$ cat config.mk
export PLATFORM = sky130hd
export DESIGN_NAME = pipe_hazard_ctrl
export DESIGN_NICKNAME = d
export VERILOG_FILES = /design/src/rtl/pipe_hazard_ctrl.sv
export SDC_FILE = /design/constraint.sdc
export NUM_CORES = 1
export LEC_CHECK = 0
export BUFFER_PORTS_ARGS = -buffer_cell sky130_fd_sc_hd__buf_2
export CORE_UTILIZATION = 49
export CTS_CLUSTER_DIAMETER = 40
export DETAILED_ROUTE_END_ITERATION = 12
export PLACE_DENSITY = 0.76
export SYNTH_ARGS = -nofsm -noshare
export SYNTH_HDL_FRONTEND = slang
export SYNTH_SLANG_ARGS = --single-unit
$ cat constraint.sdc
create_clock -name clk -period 2.2 [get_ports clk]
set_input_delay 0.22 -clock clk [delete_from_list [all_inputs] [get_ports clk]]
set_output_delay 0.22 -clock clk [all_outputs]
set_load 0.02 [all_outputs]
$ cat src/rtl/pipe_hazard_ctrl.sv
// Pipeline hazard controller: memory-wait stalls with timeout halt, redirect flush, load-use interlock.
// Optional performance counters are enabled by defining PIPE_PERF_CNT_EN.
module pipe_hazard_ctrl #(
    parameter int unsigned TIMEOUT = 255
) (
    input  logic       clk,
    input  logic       reset,
    input  logic [4:0] rsD,
    input  logic [4:0] rtD,
    input  logic [4:0] writeregE,
    input  logic       memtoregE,
    input  logic       branch_takenE,
    input  logic       dmem_reqM,
    input  logic       dmem_readyM,
    output logic       stallF,
    output logic       stallD,
    output logic       stallE,
    output logic       stallM,
    output logic       flushD,
    output logic       flushE,
    output logic       flushM,
    output logic       flushW,
    output logic       halted
`ifdef PIPE_PERF_CNT_EN
    ,
    output logic [31:0] stall_cycles,
    output logic [31:0] flush_events
`endif
);

    typedef enum logic [1:0] {
        INIT    = 2'd0,
        RUN     = 2'd1,
        MEMWAIT = 2'd2,
        HALT    = 2'd3
    } state_t;

    localparam logic [7:0] TIMEOUT_C = 8'(TIMEOUT);

    state_t     r_state;
    state_t     w_next_state;
    logic [7:0] r_wait_cnt;
    logic [7:0] w_next_wait_cnt;
    logic       w_mem_stall;
    logic       w_load_use;

    assign w_mem_stall = dmem_reqM & ~dmem_readyM;
    assign w_load_use  = memtoregE & (writeregE != 5'd0) &
                         ((writeregE == rsD) | (writeregE == rtD));

    // State and wait counter registers
    always_ff @(posedge clk or posedge reset) begin
        if (reset) begin
            r_state    <= INIT;
            r_wait_cnt <= 8'd0;
        end else begin
            r_state    <= w_next_state;
            r_wait_cnt <= w_next_wait_cnt;
        end
    end

    // Next-state and Mealy hazard outputs
    always_comb begin
        w_next_state    = r_state;
        w_next_wait_cnt = r_wait_cnt;
        stallF = 1'b0;
        stallD = 1'b0;
        stallE = 1'b0;
        stallM = 1'b0;
        flushD = 1'b0;
        flushE = 1'b0;
        flushM = 1'b0;
        flushW = 1'b0;
        halted = 1'b0;
        case (r_state)
            INIT: begin
                flushD = 1'b1;
                flushE = 1'b1;
                flushM = 1'b1;
                flushW = 1'b1;
                w_next_state    = RUN;
                w_next_wait_cnt = 8'd0;
            end
            RUN: begin
                if (w_mem_stall) begin
                    stallF = 1'b1;
                    stallD = 1'b1;
                    stallE = 1'b1;
                    stallM = 1'b1;
                    flushW = 1'b1;
                    w_next_state    = MEMWAIT;
                    w_next_wait_cnt = 8'd1;
                end else if (branch_takenE) begin
                    flushD = 1'b1;
                    flushE = 1'b1;
                end else if (w_load_use) begin
                    stallF = 1'b1;
                    stallD = 1'b1;
                    flushE = 1'b1;
                end else begin
                    w_next_state = RUN;
                end
            end
            // E is frozen here, so redirect and load-use are re-evaluated after release
            MEMWAIT: begin
                if (dmem_readyM) begin
                    w_next_state    = RUN;
                    w_next_wait_cnt = 8'd0;
                end else begin
                    stallF = 1'b1;
                    stallD = 1'b1;
                    stallE = 1'b1;
                    stallM = 1'b1;
                    flushW = 1'b1;
                    if (r_wait_cnt == TIMEOUT_C) begin
                        w_next_state = HALT;
                    end else begin
                        w_next_wait_cnt = r_wait_cnt + 8'd1;
                    end
                end
            end
            HALT: begin
                stallF = 1'b1;
                stallD = 1'b1;
                stallE = 1'b1;
                stallM = 1'b1;
                flushW = 1'b1;
                halted = 1'b1;
            end
            default: begin
                flushD = 1'b1;
                flushE = 1'b1;
                flushM = 1'b1;
                flushW = 1'b1;
                w_next_state    = INIT;
                w_next_wait_cnt = 8'd0;
            end
        endcase
    end

`ifdef PIPE_PERF_CNT_EN
    // Stall-cycle and flush-event counters; INIT flushes are not program events
    always_ff @(posedge clk or posedge reset) begin
        if (reset) begin
            stall_cycles <= 32'd0;
            flush_events <= 32'd0;
        end else begin
            if (stallF) begin
                stall_cycles <= stall_cycles + 32'd1;
            end
            if ((flushD | flushE) && (r_state != INIT)) begin
                flush_events <= flush_events + 32'd1;
            end
        end
    end
`endif

endmodule

==> results.tsv <==
metric	value	unit
worst skew pair latency	0.27	ns
CP Data Arrival Time	2.21	ns
GRT overflow	0	
CP Capture Type	flop	
Post-CTS Setup Inserts	0	
leak pwr	0.517	nW
nets	167	
ys async rst share	100	%
Clock power frac	18.5	%
CP peak stage delay	0.43	ns
die height	44.1	um
Slew headroom	72.4	%
Max Freq	0.490	GHz
Ports	30	
Critical Path Start Type	flop	
DR WL/cell	12.5	um
P&R area growth vs syn	22.8	%
die span in x	44.1	um
max-slew violations	0	
fill count	131	
status	complete, but fails checks	
DRC errors left	2	
share of power burned in registers	25.1	%
post-route setup TNS	0	ns
root buf cell	clkbuf_4	
Core Rows	14	
Detailed Routing Iterations Pass 1	8	
Clock transition at path regs	0.08	ns
H-tree Lvls	1	
register area	250	sq um
max_cap viols	0	
cts bufs inserted	3	
crit-path max FO	8	
Port-buffer cells	29	
HP Class	in -> reg	
Mapped Cells	108	
net switching power	0.000416	W
failing checks	design-rule violations	
Synth Register Bits	10	
gp weighted congestion	0.839	
initial antenna violation count	0	
critical path class	reg -> reg	
Avg Inst Size Synth	8.04	sq um
Final Cycle Share	92.8	%
Hold Vio Cnt, Final	0	
Mapped Area	868	sq um
final setup violation count	0	
CTS tree	done	
Tot Pwr	0.000922	W
Int Power	0.000506	W
Post-synth EDFFs	0	
skew final	0.00435	ns
Final min period	2.04	ns
vias in the first global route	809	
CP dominant cell by count	o21ai_0	
syn nets	135	
CP cell instances	ha_1 > nand3_2 > or3_4 > o21ai_1 > buf_4 > o21ai_0 > o21ai_0	
antenna-violating nets left	0	
maximum clock insertion buffer count	2	
vias per inst	5.53	
drt total wl	1940	um
combinational power share	56.3	%
largest net degree at the start of global routing	11	
multi-input logic area	586	sq um
final core occ	67.6	%
sw frac	45.1	%
WP data required	2.37	ns
Sink Count	10	
commonest non-fill, non-tap cell in the layout	buf_2	
initial drt markers	17	
total global-route track usage	22.7	%
die area	1940	sq um
Least-Margin Pin Slew	0.411	ns
ANT cells	0	
via count	857	
sequential element share of the synthesized area	28.8	%
Yosys cell types	33	
layout cells sized above 1	28.1	%
hpwl dp	1570	um
Critical-path top delay cell	or3_4	
total core area	1580	sq um
Initial Util	55.1	%
Synth Flop Type	dfrtp_1	
first-pass GRT wire length	3350	um
Max rail drop VDD	0.688	mV
most frequent cells in the layout	buf_2 (29), nor2_1 (13), nand2_1 (12)	
RSZ-0062 raised after global routing	false	
PwrDens	865	nW/um^2
YS warnings	0	
-- Yosys cell counts, types with 2 or more instances --
cell type | n | area (sq um)
nor2_1 | 13 | 48.8
nand2_1 | 12 | 45.0
dfrtp_1 | 10 | 250
xor2_1 | 10 | 87.6
o21ai_0 | 9 | 45.0
nand3_1 | 8 | 40.0
ha_1 | 6 | 75.1
inv_1 | 3 | 11.3
nand2b_1 | 3 | 18.8
nor3_1 | 3 | 15.0
or4_1 | 3 | 22.5
a21oi_1 | 2 | 10.0
a22oi_1 | 2 | 15.0
and2_1 | 2 | 12.5
buf_4 | 2 | 15.0
mux2i_1 | 2 | 20.0
o22ai_1 | 2 | 12.5
-- final timing paths --
| kind | from | endpoint | slack [ns] | cells past startpoint |
|---|---|---|---|---|
| worst min-delay path | dmem_readyM | r_state[1] | 0.30 | 4 |
| worst max-delay path | r_wait_cnt[0] | r_wait_cnt[2] | 0.16 | 7 |
| max in group asynchronous | reset | r_wait_cnt[3] | 1.44 | 3 |
| worst min register to register | r_wait_cnt[7] | r_wait_cnt[7] | 0.49 | 1 |
| min in group asynchronous | reset | r_state[1] | 0.48 | 3 |
| worst max register to register | r_wait_cnt[0] | r_wait_cnt[2] | 0.16 | 7 |
-- registers in the layout (all words and copies together) (netlist names) --
name and count:
r_state 2, r_wait_cnt 8
-- critical path, delay by kind of cell (launching register included) --
kind	cells	cell delay, ns
simple gates	2	0.56
compound gates	3	0.54
flops	1	0.41
fa+ha+maj	1	0.22
buf+inv	1	0.22
-- power groups by stage --
stage               Clock, W  Sequential, W  Combinational (W)
floorplan                  0       0.000229           0.000388
global placement           0       0.000234           0.000500
detailed placement         0       0.000234           0.000515
CTS                 0.000175       0.000231           0.000517
global route        0.000184       0.000235           0.000579
finish              0.000171       0.000232           0.000519
-- timing repair --
action / 4_1_cts / 5_1_grt
setup endpoints to repair: 0 / 2
hold buffers: 1 / 0
gates resized for setup: 0 / 1
endpoints found under the hold margin: 10 / 0
-- per-stage QoR --
stage                     hold slack [ns]  worst slack, ns  instance area (sq um)  instances
after CTS                           0.299            0.151                   1060        155
after global placement              0.220            0.307                   1020        150
after global routing                0.311           0.0267                   1070        155
after floorplan                    0.0602            0.231                    868        108
after detailed placement            0.228            0.179                   1020        150
final                               0.297            0.158                   1070        155
-- layout make-up --
cell class              count  share of cell area (%)
multi-input cells          91                    54.9
flip-flops and latches     10                    23.5
repair buffers             31                    15.3
clock buffers               4                    3.40
well taps                  16                    1.88
inverters                   3                    1.06
-- layer usage --
metal | global-route usage [%] | vias up | wire [um]
met5 | 0 | - | 0
met4 | 7.88 | 0 | 15
met3 | 2.86 | 4 | 102
met2 | 38.2 | 28 | 947
met1 | 30.1 | 384 | 875
li1 | - | 441 | -
-- kinds of logic after synthesis --
logic type                 synth area share [%]
xor gates and xnor gates                   10.1
buffers and inverters                      4.03
and+or+nand+nor                            28.1
DFF                                        28.8
muxes                                      2.31
AOI/OAI and AO/OA                          18.0
adders and majority gates                  8.65
Power figures use the tool's default switching activity.
